<file path="src/rtl/fft_pkg.sv">
// Shared encodings and helpers for the FFT frame sequencer.
package fft_pkg;

    localparam logic [1:0] CMD_LOAD    = 2'b00;
    localparam logic [1:0] CMD_XFORM   = 2'b01;
    localparam logic [1:0] CMD_READ    = 2'b10;
    localparam logic [1:0] CMD_ILLEGAL = 2'b11;

    localparam logic [2:0] ST_IDLE  = 3'd0;
    localparam logic [2:0] ST_LOAD  = 3'd1;
    localparam logic [2:0] ST_XFORM = 3'd2;
    localparam logic [2:0] ST_DRAIN = 3'd3;
    localparam logic [2:0] ST_READ  = 3'd4;
    localparam logic [2:0] ST_DONE  = 3'd5;

    localparam int MAX_LOG2N = 10;

    function automatic int log2n(input int n);
        int r;
        r = 0;
        for (int i = 0; i < 31; i++) begin
            if ((1 << i) < n) r = i + 1;
        end
        return r;
    endfunction

    // Reverses the low 'bits' bits of k; higher bits come back as zero.
    function automatic logic [MAX_LOG2N-1:0] bitrev(input logic [MAX_LOG2N-1:0] k, input int bits);
        logic [MAX_LOG2N-1:0] r;
        r = '0;
        for (int i = 0; i < MAX_LOG2N; i++) begin
            if (i < bits) r[i] = k[bits-1-i];
        end
        return r;
    endfunction

endpackage

</file>
<file path="src/rtl/fft_addr_gen.sv">
// Radix-2 DIT address generator: maps (stage, pair) to top/bottom operand
// addresses and the twiddle index.
module fft_addr_gen
    import fft_pkg::*;
#(
    parameter int LOG2N = 4,
    parameter int SW    = 2
) (
    input  logic [SW-1:0]    i_stage,
    input  logic [LOG2N-2:0] i_pair,
    output logic [LOG2N-1:0] o_top,
    output logic [LOG2N-1:0] o_bot,
    output logic [LOG2N-2:0] o_twi
);

    localparam int PW = LOG2N - 1;

    logic [PW-1:0]    w_one_p;
    logic [PW-1:0]    w_mask;
    logic [PW-1:0]    w_low;
    logic [PW-1:0]    w_high;
    logic [LOG2N-1:0] w_one;

    assign w_one_p = PW'(1);
    assign w_one   = LOG2N'(1);

    // In the last stage 1<<s overflows to zero, so the mask becomes all ones.
    assign w_mask = (w_one_p << i_stage) - w_one_p;
    assign w_low  = i_pair & w_mask;
    assign w_high = i_pair & ~w_mask;

    assign o_top = {w_high, 1'b0} | {1'b0, w_low};
    assign o_bot = o_top | (w_one << i_stage);
    assign o_twi = w_low << (PW - int'(i_stage));

endmodule

</file>
<file path="src/rtl/fft_sequencer.sv">
// Command-driven FFT frame sequencer: LOAD (bit-reversed writes), TRANSFORM
// (ping-pong radix-2 stages with drain gaps) and READ (ready-gated issue).
module fft_sequencer
    import fft_pkg::*;
#(
    parameter int N        = 16,
    parameter int RD_LAT   = 1,
    parameter int BFLY_LAT = 2,
    parameter int LOG2N    = log2n(N)
) (
    input  logic                     clk,
    input  logic                     rst,
    input  logic                     i_cmd_valid,
    input  logic [1:0]               i_cmd,
    input  logic                     i_inverse,
    output logic                     o_cmd_ready,
    output logic                     o_busy,
    output logic                     o_done,
    output logic                     o_err,
    input  logic                     i_in_valid,
    output logic                     o_in_ready,
    output logic                     o_out_valid,
    output logic                     o_out_last,
    input  logic                     i_out_ready,
    output logic                     o_rd_en,
    output logic                     o_rd_bank,
    output logic [LOG2N-1:0]         o_rd_addr,
    output logic                     o_wr_en,
    output logic                     o_wr_bank,
    output logic [LOG2N-1:0]         o_wr_addr,
    output logic                     o_wr_src,
    output logic                     o_phase,
    output logic                     o_twi_en,
    output logic [LOG2N-2:0]         o_twi_addr,
    output logic                     o_twi_conj,
    output logic [$clog2(LOG2N)-1:0] o_stage,
    output logic [2:0]               o_dbg_state
);

    localparam int   PW       = LOG2N - 1;
    localparam int   SW       = $clog2(LOG2N);
    localparam int   D        = RD_LAT + BFLY_LAT;
    localparam int   DW       = $clog2(D + 1) + 1;
    localparam logic RES_BANK = (LOG2N % 2) == 1;

    logic [2:0]       r_state;
    logic [LOG2N-1:0] r_k;
    logic [PW-1:0]    r_pair;
    logic             r_phase;
    logic [SW-1:0]    r_stage;
    logic [DW-1:0]    r_drain;
    logic             r_conj;
    logic             r_iss_done;
    logic             r_err;

    logic             r_wp_vld   [D];
    logic [LOG2N-1:0] r_wp_addr  [D];
    logic             r_wp_phase [D];
    logic             r_wp_bank  [D];
    logic             r_ov       [RD_LAT];
    logic             r_ol       [RD_LAT];

    logic             w_xf_rd;
    logic             w_issue;
    logic             w_load_wr;
    logic [LOG2N-1:0] w_top;
    logic [LOG2N-1:0] w_bot;
    logic [LOG2N-2:0] w_twi;
    logic [LOG2N-1:0] w_xf_addr;
    logic [LOG2N-1:0] w_brev;

    fft_addr_gen #(.LOG2N(LOG2N), .SW(SW)) u_addr_gen (
        .i_stage (r_stage),
        .i_pair  (r_pair),
        .o_top   (w_top),
        .o_bot   (w_bot),
        .o_twi   (w_twi)
    );

    // Handshakes: an input sample transfers when i_in_valid & o_in_ready; a
    // result read issues only when i_out_ready, and the sink must then take
    // o_out_valid exactly RD_LAT cycles later (no stall once in flight).
    assign w_xf_rd   = (r_state == ST_XFORM);
    assign w_issue   = (r_state == ST_READ) && i_out_ready && !r_iss_done;
    assign w_load_wr = (r_state == ST_LOAD) && i_in_valid;
    assign w_xf_addr = r_phase ? w_bot : w_top;
    assign w_brev    = LOG2N'(bitrev(MAX_LOG2N'(r_k), LOG2N));

    always_ff @(posedge clk or negedge rst) begin
        if (!rst) begin
            r_state    <= ST_IDLE;
            r_k        <= '0;
            r_pair     <= '0;
            r_phase    <= 1'b0;
            r_stage    <= '0;
            r_drain    <= '0;
            r_conj     <= 1'b0;
            r_iss_done <= 1'b0;
            r_err      <= 1'b0;
        end else begin
            r_err <= 1'b0;
            case (r_state)
                ST_IDLE: begin
                    if (i_cmd_valid) begin
                        case (i_cmd)
                            CMD_LOAD: begin
                                r_state <= ST_LOAD;
                                r_k     <= '0;
                            end
                            CMD_XFORM: begin
                                r_state <= ST_XFORM;
                                r_stage <= '0;
                                r_pair  <= '0;
                                r_phase <= 1'b0;
                                r_conj  <= i_inverse;
                            end
                            CMD_READ: begin
                                r_state    <= ST_READ;
                                r_k        <= '0;
                                r_iss_done <= 1'b0;
                            end
                            default: r_err <= 1'b1;
                        endcase
                    end
                end
                ST_LOAD: begin
                    if (i_in_valid) begin
                        if (r_k == LOG2N'(N - 1)) begin
                            r_k     <= '0;
                            r_state <= ST_DONE;
                        end else begin
                            r_k <= r_k + 1'b1;
                        end
                    end
                end
                ST_XFORM: begin
                    r_phase <= ~r_phase;
                    if (r_phase) begin
                        if (r_pair == PW'(N / 2 - 1)) begin
                            r_pair  <= '0;
                            r_drain <= '0;
                            r_state <= ST_DRAIN;
                        end else begin
                            r_pair <= r_pair + 1'b1;
                        end
                    end
                end
                ST_DRAIN: begin
                    // D+1 idle cycles let the last butterfly write land before the next stage reads it.
                    if (r_drain == DW'(D)) begin
                        r_drain <= '0;
                        if (r_stage == SW'(LOG2N - 1)) begin
                            r_stage <= '0;
                            r_state <= ST_DONE;
                        end else begin
                            r_stage <= r_stage + 1'b1;
                            r_state <= ST_XFORM;
                        end
                    end else begin
                        r_drain <= r_drain + 1'b1;
                    end
                end
                ST_READ: begin
                    if (w_issue) begin
                        if (r_k == LOG2N'(N - 1)) begin
                            r_k        <= '0;
                            r_iss_done <= 1'b1;
                        end else begin
                            r_k <= r_k + 1'b1;
                        end
                    end
                    if (o_out_valid && o_out_last) begin
                        r_iss_done <= 1'b0;
                        r_state    <= ST_DONE;
                    end
                end
                ST_DONE: r_state <= ST_IDLE;
                default: r_state <= ST_IDLE;
            endcase
        end
    end

    always_ff @(posedge clk or negedge rst) begin
        if (!rst) begin
            for (int i = 0; i < D; i++) begin
                r_wp_vld[i]   <= 1'b0;
                r_wp_addr[i]  <= '0;
                r_wp_phase[i] <= 1'b0;
                r_wp_bank[i]  <= 1'b0;
            end
            for (int i = 0; i < RD_LAT; i++) begin
                r_ov[i] <= 1'b0;
                r_ol[i] <= 1'b0;
            end
        end else begin
            r_wp_vld[0]   <= w_xf_rd;
            r_wp_addr[0]  <= w_xf_addr;
            r_wp_phase[0] <= r_phase;
            r_wp_bank[0]  <= ~r_stage[0];
            for (int i = 1; i < D; i++) begin
                r_wp_vld[i]   <= r_wp_vld[i-1];
                r_wp_addr[i]  <= r_wp_addr[i-1];
                r_wp_phase[i] <= r_wp_phase[i-1];
                r_wp_bank[i]  <= r_wp_bank[i-1];
            end
            r_ov[0] <= w_issue;
            r_ol[0] <= w_issue && (r_k == LOG2N'(N - 1));
            for (int i = 1; i < RD_LAT; i++) begin
                r_ov[i] <= r_ov[i-1];
                r_ol[i] <= r_ol[i-1];
            end
        end
    end

    always_comb begin
        o_rd_en   = 1'b0;
        o_rd_bank = 1'b0;
        o_rd_addr = '0;
        if (w_xf_rd) begin
            o_rd_en   = 1'b1;
            o_rd_bank = r_stage[0];
            o_rd_addr = w_xf_addr;
        end else if (w_issue) begin
            o_rd_en   = 1'b1;
            o_rd_bank = RES_BANK;
            o_rd_addr = r_k;
        end
    end

    always_comb begin
        o_wr_en   = 1'b0;
        o_wr_bank = 1'b0;
        o_wr_addr = '0;
        o_wr_src  = 1'b0;
        o_phase   = 1'b0;
        if (r_wp_vld[D-1]) begin
            o_wr_en   = 1'b1;
            o_wr_bank = r_wp_bank[D-1];
            o_wr_addr = r_wp_addr[D-1];
            o_wr_src  = 1'b1;
            o_phase   = r_wp_phase[D-1];
        end else if (w_load_wr) begin
            o_wr_en   = 1'b1;
            o_wr_addr = w_brev;
        end
    end

    assign o_twi_en    = w_xf_rd && !r_phase;
    assign o_twi_addr  = o_twi_en ? w_twi : '0;
    assign o_twi_conj  = r_conj;
    assign o_stage     = r_stage;
    assign o_cmd_ready = (r_state == ST_IDLE);
    assign o_busy      = (r_state != ST_IDLE);
    assign o_done      = (r_state == ST_DONE);
    assign o_err       = r_err;
    assign o_in_ready  = (r_state == ST_LOAD);
    assign o_out_valid = r_ov[RD_LAT-1];
    assign o_out_last  = r_ol[RD_LAT-1];
    assign o_dbg_state = r_state;

endmodule
</file>
<file path="config.mk">
export PLATFORM = sky130hd
export DESIGN_NAME = fft_sequencer
export DESIGN_NICKNAME = d
export VERILOG_FILES = /design/src/rtl/fft_pkg.sv /design/src/rtl/fft_addr_gen.sv /design/src/rtl/fft_sequencer.sv
export SDC_FILE = /design/constraint.sdc
export NUM_CORES = 1
export LEC_CHECK = 0
export CORE_UTILIZATION = 40
export DETAILED_ROUTE_END_ITERATION = 10
export GPL_TIMING_DRIVEN = 0
export HOLD_SLACK_MARGIN = 0.05
export PLACE_DENSITY_LB_ADDON = 0.15
export SYNTH_ARGS = -nofsm -noshare
export SYNTH_HDL_FRONTEND = slang
export SYNTH_SLANG_ARGS = --single-unit
</file>
<file path="constraint.sdc">
create_clock -name clk -period 4.4 [get_ports clk]
set_input_delay 0.88 -clock clk [delete_from_list [all_inputs] [get_ports clk]]
set_output_delay 0.88 -clock clk [all_outputs]
set_load 0.01 [all_outputs]
</file>
[Word-level counts from Yosys, hierarchy flattened]
Cells that the tools add are included.
Storage, ports and cells
  logic and storage cells: 146
  input port bits: 8
  output and inout port bits: 31
  register bits: 42
Cells by class
  muxes and demuxes: 56
  shift-type cells: 3
  bitwise logic cells: 7
  add/sub/neg operators: 6
  equality and inequality tests: 25
  reductions and logical operators: 26
Operator list (count)
  $mux 3: 16
  $mux 4: 10
  $shl 3x32->3: 1
  $mux 1: 18
  $pmux 3 s5: 1
  $ne 2x2->1 const B: 6
  $pmux 3 s2: 2
  $pmux 4 s3: 1
  $ne 2x1->1 const B: 5
  $reduce_and 5->1: 2
  $eq 3x2->1 const B: 3
  $eq 3x3->1 const B: 3
  $pmux 3 s3: 1
  $reduce_and 3->1: 3
  $mux 2: 4
  $reduce_and 4->1: 2
  $reduce_and 8->1: 1
  $reduce_bool 2->1: 4
  $add 3x1->3 const B: 2
  $and 3x3->3: 2
  $logic_and 1x1->1: 6
  $reduce_bool 3->1: 2
  $add 4x1->4 const B: 1
  $eq 2x2->1 const B: 2
  other kinds (22): 25

[Logic depth before layout (Yosys ltp)]
  depth after elaboration: 8
  gate-level depth with buffers: 7
  gate-level depth less buffers: 6

[Modules after synthesis]
A second synthesis with hierarchy kept.
Second synthesis, totals
  cells, all modules: 203
  area, all modules: 2168.3 um2
Modules (own cells, without submodules)
  fft_sequencer: cells each 182, area each 2028.2 um2, times used 1, sequential area each 1051.0 um2
  fft_addr_gen: cells each 21, area each 140.1 um2, times used 1, sequential area each 0.0 um2

[Worst setup path before layout]
No wires, ideal clock.
  path kind: reg2out
  start point: reg r_stage[0] (netlist: o_stage[0])
  end point: out o_rd_addr[1]
  buffers on the path: 0
  setup slack: 1.875 ns
  data arrival time: 1.645 ns
  stages on the path, launching flop included: 7
  required time: 3.520 ns
  cell sequence: dfrtp_1 -> inv_1 -> ha_1 -> xor2_1 -> nor2_1 -> a221o_1 -> a22o_1
On the way
  word-level cells in the longest chain between the ends: 8
  elaborated cells on any way between the ends: 10
  classes of those cells: add/sub (1); shift (2); mux (2); bitwise (5)
RTL lines
  from (decl): RTL line fft_sequencer.sv:50  | logic [SW-1:0] r_stage;
  from (signal assigned): RTL line fft_sequencer.sv:156  | r_stage <= r_stage + 1'b1;
  $shl 1x2->3: RTL line fft_addr_gen.sv:28  | assign w_mask = (w_one_p << i_stage) - w_one_p;
  $sub 3x1->3: RTL line fft_addr_gen.sv:28
  $not 3->3: RTL line fft_addr_gen.sv:30  | assign w_high = i_pair & ~w_mask;
  $and 3x3->3: RTL line fft_addr_gen.sv:30
  $or 4x3->4: RTL line fft_addr_gen.sv:32  | assign o_top = {w_high, 1'b0} | {1'b0, w_low};
  $or 4x4->4: RTL line fft_addr_gen.sv:33  | assign o_bot = o_top | (w_one << i_stage);
  $mux 4 *: RTL line fft_sequencer.sv:86  | assign w_xf_addr = r_phase ? w_bot : w_top;
  named net w_xf_addr[1]: RTL line fft_sequencer.sv:69  | logic [LOG2N-1:0] w_xf_addr;
  $mux 4 *: RTL line fft_sequencer.sv:219  | if (w_xf_rd) begin
  to (decl): RTL line fft_sequencer.sv:27  | output logic [LOG2N-1:0] o_rd_addr,
Mark *: on every way through the listed nets, which the timed path passes. The rest lies on a longest branch.

[Final worst setup path]
  start point: reg r_stage[0] (netlist: o_stage[0])
  end point: out o_twi_addr[2]
On the way
  word-level cells in the longest chain between the ends: 5
  elaborated cells on any way between the ends: 6
  classes of those cells: add/sub (2); shift (2); mux (1); bitwise (1)
RTL lines
  $shl 1x2->3: RTL line fft_addr_gen.sv:28
  $sub 3x1->3: RTL line fft_addr_gen.sv:28
  $and 3x3->3: RTL line fft_addr_gen.sv:29  | assign w_low = i_pair & w_mask;
  $shl 3x32->3 *: RTL line fft_addr_gen.sv:34  | assign o_twi = w_low << (PW - int'(i_stage));
  $mux 3 *: RTL line fft_sequencer.sv:249  | assign o_twi_addr = o_twi_en ? w_twi : '0;
  to (decl): RTL line fft_sequencer.sv:34  | output logic [LOG2N-2:0] o_twi_addr,
Every way passes the cells marked *; elsewhere a longest branch is shown, timed or not.

==> results.md <==
* Status: finished, final reports clean
* Synth top area cells: dfrtp_1, ha_1, mux2i_1
* Fraction of layout cells with a size suffix above 1 at 11.51%
* Vias after detailed routing at 1,669
* Worst hold endpoint: r_wp_addr[7]$_DFF_PN0_
* Sequential share of power at 38.1%
* Yosys warnings at 0
* Final Instance Area at 0.002733 sq mm
* Critical path cell sequence: inv_1 -> ha_1 -> nand2b_1 -> o21ai_0 -> a22oi_1 -> nor3_1 -> clkdlybuf4s50_1
* Initial antenna violation count at 0
* Drc violations at 0
* Area post-placement at 0.002640 sq mm
* Pre-CTS setup slack at 1.096 ns
* Ys flop type: dfrtp_1
* Clk_lat worst skew at 0.29 ns
* All-Layer GR Usage at 18.70%
* Final std cells w/o fill at 322
* Final Hold Fails at 0
* Total power at 1.500 mW
* Power per cell area at 549.0 mW/mm^2
* Initial core utilization at 41.97%
* Detailed placement HPWL at 3481 um
* First-pass GRT wire length at 7921 um
* Max VDD drop at 0.2896 mV
* CP top delay family: buffers and inverters
* Number of port buffers at 38
* Crit path max fanout at 10
* RD Place Congestion at 0.8686
* Dominant cell type by area after synthesis: dfrtp_1
* Area delta synth->final at 26.68%
* Critical path startpoint category: flip-flop
* Max-cap check violation count at 0
* Yosys top cell area share at 48.72%
* Setup TNS at 0 ns
* Layout Nets at 272
* Post-DRT Antenna Nets at 0
* Final period utilization at 77.88%
* Via/cell ratio at 5.183
* Hold_sp: r_wp_addr[11]$_DFF_PN0_
* R2R Setup Slk at 2.70 ns
* Sequential share of the synthesized area at 48.72%
* Cell Rows at 26
* H-tree levels at 2
* Post-synth EDFFs at 0
* R2R depth at 5
* Post-Syn Nets at 226
* Hold path depth at 0
* Drt first pass iters at 4
* Final Max Slew Viols at 0
* Largest net degree at the start of global routing at 32
* Reg-to-Reg End: r_wp_addr[9]$_DFF_PN0_
* CTS Buf Count at 5
* Die width at 75.44 um
* Internal power at 0.9225 mW
* Inst Count DP at 314
* Placeable Area at 0.005140 sq mm
* Initial DRC Count at 119
* HP Class: flip-flop to flip-flop
* Fillers at 512
* CP max stage delay at 0.57 ns
* Grt total ovfl at 0
* Sw Pwr at 0.5776 mW
* Max stage delay cell, worst path: clkdlybuf4s50_1
* Mapped Cells at 205
* Clock transition at path regs at 0.09 ns
* Worst r2r src: o_stage[0]$_DFFE_PN0P_
* Synth unique cells at 57
* Slew of the pin with the lowest slew margin at 0.5646 ns
* Wire per inst at 14.80 um
* PostCTS Resize Cnt at 0
* I/O pin total at 39
* Antenna Cells at 0
* Combinational share of power at 44.7%
* Worst relative slew slack at 62.36%
* Clock skew at 0.005667 ns
* Post-CTS setup buffers at 0
* Clock Path Buffers at 2
* Tmin final at 3.427 ns
* Switching part of the total at 38.51%
* DIE AREA at 0.005690 sq mm
* CP bufs+invs at 2
* CP required at 3.52 ns
* Clock power share at 17.2%
* WP data arrival at 2.55 ns
* Post-Syn Area per Cell at 10.52 sq um
* Vias in the first global route at 1,580
* CTS tree: done
* Critical path class: flip-flop to primary output
* Setup crit end kind: primary output
* Commonest cells in the netlist: dfrtp_1, nand2_1, ha_1, nor2_1, inv_1
* Synth Register Bits at 42
* Final setup viols at 0
* Static Leakage at 1.227 nW
* Most frequent cell after synthesis: dfrtp_1
* Total Wirelength at 4766 um
* Hold Buf Count CTS at 0
* Maximum clock rate at 291.8 MHz
* Ys async rst share at 100.0%
* Die Span Y at 75.44 um
* Fin worst setup slack at 0.9733 ns
* Root buf cell: clkbuf_8
* RSZ-0062 raised after global routing: no
* Mapped cell area at 0.002157 sq mm
* CTS sink count at 42
[placed cells by master (no fill, tap or decap), types with 2 or more instances in the layout]
| cell type | synthesis | layout |
|---|---|---|
| a21o_1 | 3 | 3 |
| a21oi_1 | 5 | 5 |
| a221o_1 | 2 | 2 |
| a22o_1 | 4 | 4 |
| and2_1 | 2 | 2 |
| and3_1 | 2 | 2 |
| buf_2 | 4 | 5 |
| clkbuf_1 | 5 | 5 |
| clkbuf_8 | 0 | 5 |
| clkdlybuf4s50_1 | 0 | 37 |
| clkinvlp_4 | 0 | 2 |
| dfrtp_1 | 42 | 42 |
| ha_1 | 13 | 13 |
| inv_1 | 12 | 12 |
| inv_2 | 3 | 3 |
| mux2i_1 | 6 | 6 |
| nand2_1 | 15 | 15 |
| nand2b_1 | 2 | 2 |
| nand3_1 | 4 | 4 |
| nor2_1 | 13 | 13 |
| nor2b_1 | 2 | 2 |
| nor3_1 | 9 | 9 |
| nor3_2 | 2 | 2 |
| nor3b_2 | 2 | 2 |
| o21a_1 | 2 | 2 |
| o21ai_0 | 9 | 9 |
| o21ai_1 | 3 | 3 |
| o2bb2ai_1 | 2 | 2 |
| o31ai_1 | 4 | 4 |
| o32ai_1 | 2 | 2 |
| or3_1 | 2 | 2 |
[worst max-delay path by stage]
stage                                start  cells past startpoint  slack [ns]            end
global route        o_stage[0]$_DFFE_PN0P_                      7        0.76  o_twi_addr[2]
floorplan           o_stage[0]$_DFFE_PN0P_                      6        1.87   o_rd_addr[1]
detailed placement             i_out_ready                      6        1.10   o_rd_addr[2]
global placement               i_out_ready                      6        1.13   o_rd_addr[2]
finish              o_stage[0]$_DFFE_PN0P_                      7        0.97  o_twi_addr[2]
CTS                 o_stage[0]$_DFFE_PN0P_                      7        0.97   o_rd_addr[1]
[kinds of logic (layout without fill, tap and decap cells)]
family          count (synthesis)  in the layout  synth area share (%)
simple gates                   67             67                 17.52
compound gates                 46             46                 15.60
flops                          42             42                 48.72
xor+xnor                        2              2                0.8122
buf+inv                        26             73                 5.278
mux                             9              9                 4.524
fa+ha+maj                      13             13                 7.541
[state kept, by name, indices dropped and copies added, names as in the netlist, 2 cells and up]
name	count
r_pair	3
r_k	4
r_wp_bank	3
r_wp_phase	3
r_wp_addr	12
r_drain	3
o_stage	2
r_wp_vld	3
o_dbg_state	3
[worst register-to-register path: stages (launching register included)]
cell	delay (ns)
dfrtp_1	0.51
inv_1	0.18
ha_1	0.29
xor2_1	0.21
nor2_1	0.10
a221o_1	0.29
[cell type report]
| type | instances | area, sq um | area share (%) |
|---|---|---|---|
| buffer | 11 | 57.56 | 2.106 |
| clock buffer | 5 | 68.82 | 2.518 |
| clock inverter | 3 | 23.77 | 0.8700 |
| inverter | 15 | 56.30 | 2.060 |
| multi-input combinational | 137 | 992.2 | 36.31 |
| sequential | 42 | 1051 | 38.46 |
| tap | 70 | 87.58 | 3.205 |
| timing repair buffer | 39 | 395.4 | 14.47 |
[through the flow]
step                      hold WS (ns)  utilization [%]
after floorplan                 0.3312                -
after global placement          0.3313            51.07
after detailed placement        0.3347            51.36
after CTS                       0.3553            53.16
after global routing            0.3559            53.16
final                           0.3518            53.16
[power by group through the flow]
stage / combinational [mW] / sequential, mW / clock [mW]
after detailed placement: 0.672 / 0.582 / 0
after global routing: 0.747 / 0.587 / 0.279
after global placement: 0.663 / 0.580 / 0
final: 0.671 / 0.572 / 0.258
after CTS: 0.674 / 0.575 / 0.268
after floorplan: 0.414 / 0.572 / 0
[metal layers]
| layer | global-route usage (%) | up-vias | share of wire [%] |
|---|---|---|---|
| met5 | 0 | - | 0 |
| met4 | 5.761 | 0 | 0.90 |
| met3 | 2.910 | 4 | 4.5 |
| met2 | 29.96 | 43 | 47 |
| met1 | 26.17 | 808 | 48 |
| li1 | - | 814 | - |
Note: power is estimated with default switching activity, not from simulation.
